$ cat config.mk
export PLATFORM = sky130hd
export DESIGN_NAME = sub_int32_serial
export DESIGN_NICKNAME = d
export VERILOG_FILES = /design/src/rtl/sub_int32_serial.sv
export SDC_FILE = /design/constraint.sdc
export NUM_CORES = 1
export LEC_CHECK = 0
export ABC_CLOCK_PERIOD_IN_PS = 3400
export BUFFER_PORTS_ARGS = -buffer_cell sky130_fd_sc_hd__buf_2
export CAP_MARGIN = 20
export CORE_MARGIN = 8
export CORE_UTILIZATION = 48
export CTS_BUF_LIST = sky130_fd_sc_hd__clkbuf_4 sky130_fd_sc_hd__clkbuf_8
export DETAILED_ROUTE_END_ITERATION = 7
export PLACE_DENSITY = 0.8
export SETUP_SLACK_MARGIN = 0.5
export SLEW_MARGIN = 20
export SYNTH_ARGS = -nofsm -noshare
export SYNTH_HDL_FRONTEND = slang
export SYNTH_SLANG_ARGS = --single-unit
$ cat constraint.sdc
create_clock -name clk -period 3.4 [get_ports clk]
set_input_delay 0.51 -clock clk [delete_from_list [all_inputs] [get_ports clk]]
set_output_delay 0.51 -clock clk [all_outputs]
set_load 0.02 [all_outputs]
$ cat src/rtl/sub_int32_serial.sv
// sub_int32_serial: bit-serial two's complement subtractor, result = a + ~b + 1, DIGIT bits per cycle, LSB first
// Ports: clk, rst (async, active-high)
//        in_valid/in_ready with operands a (minuend), b (subtrahend)
//        out_valid/out_ready with result (a - b mod 2^WIDTH), borrow_out (unsigned a < b)
// Define SUB_INT32_SERIAL_FLAGS_EN to add overflow (signed) and zero outputs, valid with out_valid.
module sub_int32_serial #(
  parameter int WIDTH = 32,
  parameter int DIGIT = 1
) (
  input  logic             clk,
  input  logic             rst,
  input  logic             in_valid,
  output logic             in_ready,
  input  logic [WIDTH-1:0] a,
  input  logic [WIDTH-1:0] b,
  output logic             out_valid,
  input  logic             out_ready,
  output logic [WIDTH-1:0] result,
  output logic             borrow_out
`ifdef SUB_INT32_SERIAL_FLAGS_EN
  ,
  output logic             overflow,
  output logic             zero
`endif
);
  localparam int N = WIDTH / DIGIT;
  localparam int CW = N > 1 ? $clog2(N) : 1;
  if (WIDTH % DIGIT != 0) begin : g_bad_digit
    $error("sub_int32_serial: DIGIT must divide WIDTH");
  end
  typedef enum logic [1:0] {IDLE, RUN, DONE} state_t;
  state_t r_state;
  logic [WIDTH-1:0] r_a, r_b;
  logic r_c;
  logic [CW-1:0] r_cnt;
  logic [DIGIT:0] w_sum;
  logic [WIDTH+DIGIT-1:0] w_cat;
  logic [WIDTH-1:0] w_res;
  assign w_sum = {1'b0, r_a[DIGIT-1:0]} + {1'b0, r_b[DIGIT-1:0]} + {{DIGIT{1'b0}}, r_c};
  // new digit enters at the MSB end; after N beats the first digit sits at the LSB
  assign w_cat = {w_sum[DIGIT-1:0], result};
  assign w_res = w_cat[WIDTH+DIGIT-1:DIGIT];
`ifdef SUB_INT32_SERIAL_FLAGS_EN
  // on the last beat the operand MSBs are in the top bit of the low digit; B holds ~b
  logic w_a_msb, w_b_msb, w_ovf;
  assign w_a_msb = r_a[DIGIT-1];
  assign w_b_msb = ~r_b[DIGIT-1];
  assign w_ovf = (w_a_msb != w_b_msb) && (w_res[WIDTH-1] != w_a_msb);
`endif
  always_ff @(posedge clk or posedge rst) begin
    if (rst) begin
      r_state <= IDLE;
      in_ready <= 1'b0;
      out_valid <= 1'b0;
      result <= '0;
      borrow_out <= 1'b0;
      r_a <= '0;
      r_b <= '0;
      r_c <= 1'b0;
      r_cnt <= '0;
`ifdef SUB_INT32_SERIAL_FLAGS_EN
      overflow <= 1'b0;
      zero <= 1'b0;
`endif
    end else begin
      case (r_state)
        IDLE: begin
          in_ready <= 1'b1;
          if (in_valid && in_ready) begin
            r_a <= a;
            r_b <= ~b;
            r_c <= 1'b1;
            r_cnt <= '0;
            in_ready <= 1'b0;
            r_state <= RUN;
          end
        end
        RUN: begin
          r_a <= r_a >> DIGIT;
          r_b <= r_b >> DIGIT;
          r_c <= w_sum[DIGIT];
          result <= w_res;
          r_cnt <= r_cnt + CW'(1);
          if (r_cnt == CW'(N - 1)) begin
            r_state <= DONE;
            out_valid <= 1'b1;
            borrow_out <= ~w_sum[DIGIT];
`ifdef SUB_INT32_SERIAL_FLAGS_EN
            overflow <= w_ovf;
            zero <= (w_res == '0);
`endif
          end
        end
        DONE: begin
          if (out_ready) begin
            r_state <= IDLE;
            out_valid <= 1'b0;
            in_ready <= 1'b1;
          end
        end
        default: r_state <= IDLE;
      endcase
    end
  end
endmodule
# Word level (Yosys, flattened, before mapping)
# Cells that the tools add are included.
classes:
  n_addsub: 3
  eq_ne: 6
  mux: 18
  bitwise: 2
  reduce_logical: 10
ops:
  columns: ["cell", "count"]
  rows:
  - ["32-bit case mux with 2 select lines", 2]
  - ["32-bit two-way mux", 2]
  - ["32-bit inverter", 1]
  - ["5-bit case mux with 2 select lines", 1]
  - ["2-bit two-way mux", 3]
  - ["2-bit inequality test (second input constant)", 3]
  - ["1-bit case mux with 2 select lines", 3]
  - ["2-bit case mux with 3 select lines", 1]
  - ["2-bit AND reduction", 3]
  - ["3-bit AND reduction", 2]
  - ["2-bit nonzero test", 3]
  - ["5-bit by 1-bit adder with 5-bit output (second input constant)", 1]
  - ["5-bit == test (second input constant)", 1]
  - ["1-bit two-way mux", 5]
  - ["5-bit two-way mux", 1]
  - ["1-bit by 1-bit adder with 2-bit output", 1]
  - ["2-bit by 1-bit adder with 2-bit output", 1]
  - ["2-bit by 1-bit == test with 1-bit output (second input constant)", 1]
  - ["2-bit == test (second input constant)", 1]
  - ["2-bit logical NOT", 1]
  - ["1-bit logical AND", 1]
  - ["1-bit inverter", 1]
totals:
  regBits: 107
  in_bits: 68
  out_inout_bits: 35
  wordCells: 48

# Logic depth before layout (Yosys ltp)
# Gate-level depths: netlist (run 1).
logic_depth:
  word_depth: 3
  depth_mapped: 7
  depth_no_buf: 5

# Least setup slack after synthesis (run 1)
# No wires, ideal clock.
synth_path:
  path_kind: "register to register"
  startpoint: "register r_cnt[0]"
  endpoint: "register borrow_out"
  setup_time_ps: 125
  t_arrival_ps: 1360
  required_ps: 3275
  setup_slack_ps: 1915
  path_stages_with_launch: 6
  path_buffers: 0
  synth_period_minus_slack_ps: 1485
  cell_sequence: "dfrtp_1 -> ha_1 -> and3_1 -> ha_1 -> nand2_1 -> mux2_2"
synth_between:
  elab_chain_len: 2
synth_rtl:
  columns: ["item", "line", "text"]
  rows:
  - ["from (decl)", "35", "logic [CW-1:0] r_cnt;"]
  - ["from (signal assigned)", "83", "r_cnt <= r_cnt + CW'(1);"]
  - ["5-bit == test", "84", "if (r_cnt == CW'(N - 1)) begin"]
  - ["2-bit AND reduction (no line)", null, null]
  - ["to (signal assigned)", "87", "borrow_out <= ~w_sum[DIGIT];"]
  - ["to (decl)", "19", "output logic borrow_out"]
# No other way between the ends.
# A chain may end at the register's enable or synchronous reset.

# Worst setup path after layout (run 1)
layout_path:
  startpoint: "register r_state[1]"
  endpoint: "register r_a[28]"
layout_between:
  elab_chain_len: 3
  elab_cells_between_ends: 6
  cone_classes: "eq/ne: 2; mux: 1; reduce/logical: 3"
layout_rtl:
  columns: ["item", "line", "text"]
  rows:
  - ["from (decl)", "32", "state_t r_state;"]
  - ["from (signal assigned)", "52", "r_state <= IDLE;"]
  - ["from (signal assigned)", "75", "r_state <= RUN;"]
  - ["from (signal assigned)", "85", "r_state <= DONE;"]
  - ["2-bit by 1-bit == test with 1-bit output or 2-bit logical NOT (tied branches)", "66", "case (r_state)"]
  - ["2-bit nonzero test (no line) or 2-bit inequality test (tied branches)", null, null]
  - ["2-bit AND reduction (no line)", null, null]
  - ["to (signal assigned)", "79", "r_a <= r_a >> DIGIT;"]
  - ["to (decl)", "33", "logic [WIDTH-1:0] r_a, r_b;"]
# Several ways; a longest one is shown, not always the timed one.

==> summary.txt, run 1 <==
Global route
  • Most used routing layer: met2
  • Met1 Use GR: 0.226
  • Global-route usage over all layers: 0.167
  • Vias in the first global route: ~3,800
  • Total grt overflow: 0
  • Met2 usage: 0.257
  • Largest net degree at the start of global routing: 95
  • Met3 usage: 0.0408
  • First-pass GRT wire length: between 15 and 20 mm
  • Antenna violations before repair: 0

Critical path
  • Flop2flop setup slack: 1400 ps
  • Worst path max stage delay: between 600 and 700 ps
  • Critical-path cell list: buf_4 -> or2_4 -> o21ai_0
  • CP Launch Type: flip-flop
  • Required time of the critical path: about 3600 ps
  • Worst EP arrival: 2230 ps
  • RR Endpoint: r_a[28]$_DFFE_PP0P_
  • Crit path kind: flip-flop to flip-flop
  • Buf/Inv on CP: 1
  • CP max FO: 74
  • Worst Setup End Kind: flip-flop
  • Reg2reg start: r_state[1]$_DFFE_PP0P_
  • Worst reg-to-reg path cell count: 3
  • CP max stage cell: or2_4
  • Critical path's top delay family: simple AND/OR/NAND/NOR gates

Route
  • WL final: about 11 mm
  • Antenna-violating nets left: 0
  • DR iter-0 viols: 290
  • Initial DRT Pass Iterations: 6
  • Vias per cell: 5.32
  • Drt wl/cell: around 15 µm
  • DRC viols: 0
  • Vias: 3,847

STA
  • Final worst-path cycle share: 0.589
  • Final hold viol count: 0
  • Fmax: between 0.4 and 0.5 GHz
  • Actual slew at the worst max-slew pin: approximately 1000 ps
  • Clock skew: approximately 17 ps
  • Total negative slack: 0 ps
  • Slew Viols, Final: 0
  • RSZ-0062 raised after global routing: false
  • # setup viols final: 0
  • Slew margin rel.: 0.336
  • Final min period: about 2000 ps

Layout
  • Final Instance Area: between 5000 and 6000 µm²
  • Final core utilization: 0.572
  • Layout cells sized above 1: 0.229
  • # diodes: 0
  • Area Growth Syn to Fin: 15.4%
  • Commonest non-fill, non-tap cells in the layout: dfrtp_1, buf_2, nand2_1, o21ai_0, nor2_1
  • Most common cell after layout, fill and taps aside: dfrtp_1
  • Cell Count, Final, Fillers Out: around 720
  • Final #Nets: approximately 660

Pwr
  • PD cells: between 900 and 1000 nW/µm²
  • Flop pwr share: 0.417
  • Worst IR Drop VDD: 0.000454 V
  • Internal power: about 3.1 mW
  • Leakage power: ~2.7 nW
  • Sw power: approximately 2.3 mW
  • Comb power frac: 0.442
  • Clock power frac: 0.141
  • Total Power: 5.43 mW
  • Net Sw Frac: 0.420

Place
  • Dpl cell area: 5420 µm²
  • RD Place Congestion: just under 0.8
  • DP HPWL: between 7 and 8 mm
  • Placed cells: between 700 and 800
  • Port buffer count: between 100 and 150

Hold path
  • Hold Crit Class: input pin to async pin

Clock tree
  • Skew-Pair Late Insertion Delay: 380 ps
  • Post-CTS Hold Buffers: 0
  • Post-CTS Setup Bufs: 0
  • CTS tree: done
  • Num CTS Buffers: 9
  • Number of H-tree levels: 3
  • Post-CTS sizing: 0
  • Clock tree root buffer cell: clkbuf_8
  • Clock-pin slew on the worst setup and hold paths: about 110 ps
  • Max clock buf depth: 2
  • Sink Count: 107

Logic synthesis
  • Most area-hungry cell type in the Yosys netlist: dfrtp_1
  • Seq cells post-synth: 107
  • Top cell type's share of synthesized area: 0.550
  • Async SR Flop Fraction: 1.00
  • Post-Syn Area: around 4900 µm²
  • Largest cells by area after synthesis: dfrtp_1, o21ai_0, nand2_1
  • Synth unique cells: 30
  • Yosys Warn Count: 0
  • Register area share after synthesis: 0.550
  • Post-synth net total: about 580
  • Post-synth EDFFs: 0
  • Synthesized instance count: 504
  • Ys flop type: dfrtp_1
  • Syn avg cell area: about 9.7 µm²

Floorplanning
  • Die ar.: about 14,000 µm²
  • Ports: slightly above 100
  • Starting density of the core: 0.495
  • Die width: around 120 µm
  • Cell Rows: 36
  • Die Span Y: around 120 µm
  • Core outline area: ~9800 µm²

Flow run
  • Max Cap Viol: 0

Outcome
  • Outcome: complete, no violations
-- cell usage after synthesis, types with 2 or more instances --
library cell,count
inv_1,6
buf_2,15
mux2_2,2
a21oi_1,7
clkbuf_1,18
and2_1,31
o21ai_0,89
nand2_1,98
ha_1,2
nor2_1,35
a22o_1,3
buf_6,4
mux2i_1,31
buf_4,4
dfrtp_1,107
o21ai_1,7
o31ai_1,32
-- worst max-delay path by stage --
stage	to	cells after the start	startpoint	slack [ps]
after floorplan	borrow_out$_DFFE_PP0P_	1	rst	1600
after global placement	r_a[15]$_DFFE_PP0P_	3	r_state[1]$_DFFE_PP0P_	1480
after detailed placement	r_a[27]$_DFFE_PP0P_	3	r_state[1]$_DFFE_PP0P_	1420
after CTS	r_a[5]$_DFFE_PP0P_	3	r_state[1]$_DFFE_PP0P_	1400
after global routing	r_a[28]$_DFFE_PP0P_	3	r_state[1]$_DFFE_PP0P_	1210
final	r_a[28]$_DFFE_PP0P_	3	r_state[1]$_DFFE_PP0P_	1400
-- kinds of logic (layout without fill, tap and decap cells) --
kind of cell,count (synthesis),count (layout),synth area share
AND/OR/NAND/NOR,170,170,0.151
adder cells (fa/ha/maj),3,3,0.00926
buffers and inverters,47,133,0.0494
XOR/XNOR,1,1,0.00180
multiplexers,33,33,0.0684
flip-flops,107,107,0.550
AO/OA/AOI/OAI,143,143,0.169
-- cell type report --
class	instances	area (µm²)
Multi-Input combinational cell	350	1970
Clock buffer	9	124
Sequential cell	107	2680
Tap cell	133	166
Clock inverter	7	71.3
Inverter	6	26.3
Fill cell	910	4210
Timing Repair Buffer	111	578
-- state kept, by name, indices dropped and copies added, names as in the netlist --
signal	flops
r_cnt	5
out_valid	1
r_state	2
r_a	32
r_c	1
r_b	32
borrow_out	1
in_ready	1
result	32
-- power groups by stage --
stage,Combinational [mW],Sequential (mW),Clock [mW]
6_report,2.40,2.26,0.767
5_1_grt,2.72,2.34,0.836
4_1_cts,2.43,2.26,0.785
3_5_place_dp,2.43,2.28,0
3_3_place_gp,2.32,2.25,0
2_1_floorplan,1.72,2.41,0
-- metal layers --
layer  vias up  share of wire  wire length [µm]
li1       1864              -                 -
met1      1882           0.46              5130
met2        94           0.47              5220
met3         7          0.056               616
met4         0         0.0079                87
met5         -              0                 0
-- per-stage QoR --
stage	hold slack (ps)	worst slack (ps)
after CTS	300	1400
final	286	1400
after global routing	318	1210
after floorplan	467	1600
after detailed placement	481	1420
after global placement	452	1480
No activity file was read; power rests on OpenSTA's default activity.
==> inputs of run 2 (changes only) <==
--- a/config.mk
+++ b/config.mk
@@ -5,7 +5,7 @@
 export SDC_FILE = /design/constraint.sdc
 export NUM_CORES = 1
 export LEC_CHECK = 0
-export ABC_CLOCK_PERIOD_IN_PS = 3400
+export ABC_CLOCK_PERIOD_IN_PS = 1610
 export BUFFER_PORTS_ARGS = -buffer_cell sky130_fd_sc_hd__buf_2
 export CAP_MARGIN = 20
 export CORE_MARGIN = 8
==> constraint.sdc (replaced) <==
create_clock -name clk -period 1.61 [get_ports clk]
set_input_delay 0.2415 -clock clk [delete_from_list [all_inputs] [get_ports clk]]
set_output_delay 0.2415 -clock clk [all_outputs]
set_load 0.02 [all_outputs]
==> summary.txt, run 2 (same netlist as run 1, synthesis figures left out) <==
STA
  • Actual slew at the worst max-slew pin: 497 ps (was 996 ps)
  • # setup viols final: 0 (unchanged)
  • Slew Viols, Final: 0 (unchanged)
  • Total negative slack: 0 ps (unchanged)
  • Slew margin rel.: 0.667 (was 0.336)
  • Final min period: 1560 ps (was 2000 ps)
  • Final hold viol count: 0 (unchanged)
  • Clock skew: 18.5 ps (was 16.9 ps)
  • Fmax: 0.639 GHz (was 0.499 GHz)
  • Final worst-path cycle share: 0.972 (was 0.589)
  • RSZ-0062 raised after global routing: true (was false)

Layout
  • Final core utilization: 0.758 (was 0.572)
  • Regs by FF count: r_a: 32 flops, r_b: 32 flops, result: 32 flops (unchanged)
  • # diodes: 0 (unchanged)
  • Final #Nets: 751 (was 656)
  • Most common cell after layout, fill and taps aside: dfrtp_1 (unchanged)
  • Layout cells sized above 1: 0.442 (was 0.229)
  • Commonest non-fill, non-tap cells in the layout: dfrtp_1, o21ai_0, buf_2, nand2_1, buf_4 (was dfrtp_1, buf_2, nand2_1, o21ai_0, nor2_1)
  • Area Growth Syn to Fin: 53.0% (was 15.4%)

Pwr
  • Comb power frac: 0.604 (was 0.442)
  • PD cells: 2270 nW/µm² (was 967 nW/µm²)
  • Flop pwr share: 0.288 (was 0.417)
  • Leakage power: 3.52 nW (was 2.70 nW)
  • Sw power: 6.72 mW (was 2.28 mW)
  • Worst IR Drop VDD: 0.000990 V (was 0.000454 V)
  • Internal power: 10.2 mW (was 3.15 mW)
  • Net Sw Frac: 0.397 (was 0.420)
  • Clock power frac: 0.108 (was 0.141)

Outcome
  • Outcome: complete, no violations (unchanged)

Clock tree
  • Clock-pin slew on the worst setup and hold paths: 110 ps (about the same)
  • Clock tree root buffer cell: clkbuf_8 (unchanged)
  • Max clock buf depth: 2 (unchanged)
  • Sink Count: 107 (unchanged)
  • CTS tree: done (unchanged)
  • Skew-Pair Late Insertion Delay: 370 ps (was 380 ps)
  • Number of H-tree levels: 3 (unchanged)
  • Num CTS Buffers: 9 (unchanged)

Critical path
  • CP Launch Type: flip-flop (unchanged)
  • Worst EP arrival: 1810 ps (was 2230 ps)
  • Worst Setup End Kind: flip-flop (unchanged)
  • Crit path kind: flip-flop to flip-flop (unchanged)
  • CP max FO: 11 (was 74)
  • Required time of the critical path: 1860 ps (was 3620 ps)

Global route
  • Global-route usage over all layers: 0.223 (was 0.167)
  • Largest net degree at the start of global routing: 47 (was 95)
  • Vias in the first global route: 4,724 (was 3,794)
  • Total grt overflow: 0 (unchanged)
  • First-pass GRT wire length: 23.7 mm (was 18.2 mm)
  • Antenna violations before repair: 0 (unchanged)

Flow run
  • Max Cap Viol: 0 (unchanged)

Place
  • Port buffer count: 102 (unchanged)
  • RD Place Congestion: 0.793 (was 0.777)
  • DP HPWL: 7.80 mm (was 7.35 mm)

Floorplanning
  • Cell Rows: 36 (unchanged)
  • Die Span Y: 117 µm (unchanged)
  • Starting density of the core: 0.495 (unchanged)
  • Core outline area: 9820 µm² (unchanged)
  • Die ar.: 13,600 µm² (unchanged)
  • Ports: 103 (unchanged)
  • Die width: 117 µm (unchanged)

Route
  • Antenna-violating nets left: 0 (unchanged)
  • WL final: 16.6 mm (was 11.1 mm)
  • Initial DRT Pass Iterations: 5 (was 6)
  • DRC viols: 0 (unchanged)
  • Drt wl/cell: 20.3 µm (was 15.3 µm)
  • DR iter-0 viols: 467 (was 290)
  • Vias: 4,631 (was 3,847)
  • Vias per cell: 5.67 (was 5.32)

Hold path
  • Hold Crit Class: input pin to flip-flop (was input pin to async pin)
[run 2: changes by cell type in the layout (fill, tap and decap cells not counted), sizes merged, moves of 2 or more]
| cell | change |
|---|---|
| inv | -2 |
| clkbuf | +7 |
| buf | +91 |
| clkinv | -5 |
[run 2: through the flow]
stage          std cells  power [mW]  setup WS (ps)  hold WS, ps  cell area (µm²)
2_1_floorplan        504        9.06           81.0          328             5010
3_3_place_gp         715        9.98            222          298             5590
3_5_place_dp         715        10.3            164          302             5590
4_1_cts              795        14.9            240         46.1             6940
5_1_grt              817        17.9           45.8         47.1             7440
6_report             817        16.9           45.3         61.7             7440
[run 2: power groups by stage]
stage	registers, mW	clock network [mW]	logic [mW]
6_report	4.88	1.83	10.2
3_3_place_gp	4.76	0	5.22
2_1_floorplan	5.10	0	3.95
5_1_grt	4.99	1.95	10.9
4_1_cts	4.76	1.79	8.40
3_5_place_dp	4.82	0	5.48
[run 2: what timing repair did]
item / 4_1_cts / 5_1_grt
setup buffers: 53 / 19
setup endpoints to repair: 142 / 186
endpoints found under the hold margin: 19 / 0
hold buffers: 1 / 0
gates cloned: 11 / 3
pin swaps: 29 / 27
resized for setup: 134 / 83
[run 2: final cells by class]
cell class                      instances  area (µm²)
Inverter                                6        26.3
Fill cell                             597        2380
Multi-Input combinational cell        350        2380
Clock inverter                          1        30.0
Tap cell                              133         166
Sequential cell                       107        2680
Timing Repair Buffer                  205        1970
Timing Repair inverter                  1        5.00
Clock buffer                           14         186
[run 2: worst max-delay path: stages, from the launching register on]
cell,delay [ps]
dfrtp_2,490
nand2b_4,250
buf_16,190
and2_1,200
o31ai_2,310
[run 2: final timing paths]
| kind | start | to | slack, ps | cells past startpoint |
|---|---|---|---|---|
| max | r_state[1]$_DFFE_PP0P_ | r_b[30]$_DFFE_PP0P_ | 50 | 4 |
| min | b[31] | r_b[31]$_DFFE_PP0P_ | 60 | 2 |
| max reg2reg | r_state[1]$_DFFE_PP0P_ | r_b[30]$_DFFE_PP0P_ | 50 | 4 |
| min reg2reg | r_a[15]$_DFFE_PP0P_ | r_a[15]$_DFFE_PP0P_ | 520 | 2 |
| max in group asynchronous | rst | r_b[9]$_DFFE_PP0P_ | 680 | 4 |
| min in group asynchronous | rst | result[23]$_DFFE_PP0P_ | 410 | 3 |
[run 2: routing by layer]
metal  GRT usage  part of all wire
met4      0.0751             0.034
met3      0.0486             0.070
met2       0.382              0.51
met5           0                 0
met1       0.274              0.39
==> inputs of run 3 (changes only) <==
--- a/config.mk
+++ b/config.mk
@@ -9,10 +9,10 @@
 export BUFFER_PORTS_ARGS = -buffer_cell sky130_fd_sc_hd__buf_2
 export CAP_MARGIN = 20
 export CORE_MARGIN = 8
-export CORE_UTILIZATION = 48
+export CORE_UTILIZATION = 51
 export CTS_BUF_LIST = sky130_fd_sc_hd__clkbuf_4 sky130_fd_sc_hd__clkbuf_8
 export DETAILED_ROUTE_END_ITERATION = 7
-export PLACE_DENSITY = 0.8
+export PLACE_DENSITY = 0.84
 export SETUP_SLACK_MARGIN = 0.5
 export SLEW_MARGIN = 20
 export SYNTH_ARGS = -nofsm -noshare
==> summary.txt, run 3 (same netlist as run 1, synthesis figures left out) <==
Flow run
  • Max Cap Viol: 0 (unchanged)

Layout
  • Cell Count, Final, Fillers Out: 829 (was 817)
  • Fill cell count: 411 (was 597)
  • Commonest non-fill, non-tap cells in the layout: dfrtp_1, buf_2, buf_4, o21ai_0, buf_6 (was dfrtp_1, o21ai_0, buf_2, nand2_1, buf_4)
  • Most common cell after layout, fill and taps aside: dfrtp_1 (unchanged)
  • Final #Nets: 766 (was 751)
  • Sequential Area: 2680 µm² (unchanged)
  • Final core utilization: 0.861 (was 0.758)
  • Area Growth Syn to Fin: 63.5% (was 53.0%)
  • Regs by FF count: r_a: 32 flops, r_b: 32 flops, result: 32 flops (unchanged)
  • Area occupied by multi-input gates: 2560 µm² (was 2380 µm²)
  • Layout cells sized above 1: 0.498 (was 0.442)

Critical path
  • Flop2flop setup slack: 70 ps (was 50 ps)
  • Crit path kind: flip-flop to flip-flop (unchanged)
  • Worst Setup End Kind: flip-flop (unchanged)
  • Required time of the critical path: 1870 ps (was 1860 ps)
  • CP max stage cell: dfrtp_2 (unchanged)
  • RR Endpoint: r_b[9]$_DFFE_PP0P_ (was r_b[30]$_DFFE_PP0P_)
  • CP Launch Type: flip-flop (unchanged)
  • CP max FO: 7 (was 11)
  • Critical-path cell list: a21oi_4 -> or2_4 -> clkbuf_16 -> o31ai_1 (was nand2b_4 -> buf_16 -> and2_1 -> o31ai_2)
  • Critical path's top delay family: flip-flops (unchanged)
  • Crit path from: r_state[0]$_DFFE_PP0P_ (was r_state[1]$_DFFE_PP0P_)
  • Buf/Inv on CP: 1 (unchanged)
  • Worst EP arrival: 1810 ps (about the same)
  • Worst path max stage delay: 470 ps (was 490 ps)
  • Reg2reg start: r_state[0]$_DFFE_PP0P_ (was r_state[1]$_DFFE_PP0P_)
  • Worst reg-to-reg path cell count: 4 (unchanged)

Clock tree
  • Num CTS Buffers: 9 (unchanged)
  • Max clock buf depth: 2 (unchanged)
  • CTS tree: done (unchanged)
  • Sink Count: 107 (unchanged)
  • Skew-Pair Late Insertion Delay: 390 ps (was 370 ps)
  • Number of H-tree levels: 3 (unchanged)
  • Clock tree root buffer cell: clkbuf_8 (unchanged)
  • Clock-pin slew on the worst setup and hold paths: 120 ps (was 110 ps)

STA
  • Fmax: 0.648 GHz (was 0.639 GHz)
  • Clock skew: 21.5 ps (was 18.5 ps)
  • Actual slew at the worst max-slew pin: 599 ps (was 497 ps)
  • Slew margin rel.: 0.601 (was 0.667)
  • Hold_ws: -24.6 ps (was 61.7 ps)
  • Final hold viol count: 10 (was 0)
  • Slew Viols, Final: 0 (unchanged)
  • # setup viols final: 0 (unchanged)
  • Final worst-path cycle share: 0.959 (was 0.972)
  • RSZ-0062 raised after global routing: true (unchanged)
  • Final min period: 1540 ps (was 1560 ps)
  • Total negative slack: 0 ps (unchanged)

Outcome
  • Outcome: finished, violations left (was complete, no violations)
  • Failing checks: negative hold slack

Route
  • Drt wl/cell: 24.3 µm (was 20.3 µm)
  • DRC viols: 0 (unchanged)
  • Vias per cell: 6.12 (was 5.67)
  • DR iter-0 viols: 576 (was 467)
  • Vias: 5,072 (was 4,631)
  • Antenna-violating nets left: 0 (unchanged)
  • Initial DRT Pass Iterations: 6 (was 5)
  • WL final: 20.1 mm (was 16.6 mm)

Global route
  • Largest net degree at the start of global routing: 108 (was 47)
  • Global-route usage over all layers: 0.236 (was 0.223)
  • Total grt overflow: 0 (unchanged)
  • Antenna violations before repair: 0 (unchanged)
  • Vias in the first global route: 4,713 (was 4,724)
  • First-pass GRT wire length: 24.1 mm (was 23.7 mm)

Floorplanning
  • Die width: 114 µm (was 117 µm)
  • Die ar.: 12,900 µm² (was 13,600 µm²)
  • Die Span Y: 114 µm (was 117 µm)
  • Starting density of the core: 0.526 (was 0.495)
  • Cell Rows: 35 (was 36)
  • Core outline area: 9240 µm² (was 9820 µm²)
  • Ports: 103 (unchanged)

Place
  • Placed cells: 706 (was 715)
  • Port buffer count: 102 (unchanged)
  • RD Place Congestion: 0.805 (was 0.793)
  • DP HPWL: 7.61 mm (was 7.80 mm)

Pwr
  • Worst IR Drop VDD: 0.00117 V (was 0.000990 V)
  • Leakage power: 3.86 nW (was 3.52 nW)
  • PD cells: 2360 nW/µm² (was 2270 nW/µm²)
  • Total Power: 18.8 mW (was 16.9 mW)

Hold path
  • Hold Crit Class: input pin to async pin (was input pin to flip-flop)
==> run 3: cell types whose count changed in the layout (fill, tap and decap cells not counted), moves of 4 or more <==
cell and change:
buf_6 +8, clkbuf_16 +10, nand2_1 -21, nand2_2 +11, nand2_4 +10, o21ai_0 -17, o21ai_1 +12, o21ai_2 +4
==> run 3: layout make-up <==
cell class                      count  area share
Clock inverter                      4     0.00928
Clock buffer                       11      0.0190
Inverter                            6     0.00330
Multi-Input combinational cell    351       0.322
Tap cell                          129      0.0203
Sequential cell                   107       0.337
Timing Repair Buffer              220       0.289
Antenna cell                        1    0.000315
==> run 3: worst reg2reg max path: stages (launching register included) <==
cell and delay (ps):
dfrtp_2 470, a21oi_4 80, or2_4 350, clkbuf_16 200, o31ai_1 320
==> run 3: how the worst max path moves through the flow <==
stage / end / slack, ps / cells past startpoint
floorplan: borrow_out$_DFFE_PP0P_ / 80 / 1
global placement: borrow_out$_DFFE_PP0P_ / 220 / 5
detailed placement: r_b[22]$_DFFE_PP0P_ / 140 / 4
CTS: borrow_out$_DFFE_PP0P_ / 200 / 5
global route: r_b[9]$_DFFE_PP0P_ / 50 / 5
finish: r_b[9]$_DFFE_PP0P_ / 70 / 4
==> run 3: per-stage QoR <==
step	cell area (µm²)	hold slack, ps	setup WS, ps
2_1_floorplan	5010	328	81.0
4_1_cts	6880	54.8	196
3_3_place_gp	5550	445	217
3_5_place_dp	5550	456	144
5_1_grt	7950	55.5	50.9
6_report	7950	-24.6	65.9
==> run 3: what timing repair did <==
| action | 4_1_cts | 5_1_grt |
|---|---|---|
| gates cloned | 11 | 18 |
| pin swaps | 8 | 75 |
| setup endpoints to repair | 142 | 142 |
| setup buffers | 52 | 26 |
| gates resized for setup | 118 | 167 |
| hold buffers | 0 | 0 |
==> run 3: report_power, final <==
part	leakage (nW)	switching (mW)	internal, mW
sequential	1.32	0.977	4.02
clock	0.115	0.960	0.954
combinational	2.43	5.79	6.07
total	3.86	7.73	11.0
==> run 3: layer usage <==
metal	track usage	part of all wire
met1	0.276	0.37
met2	0.400	0.50
met3	0.0518	0.081
met4	0.120	0.052
met5	0	0
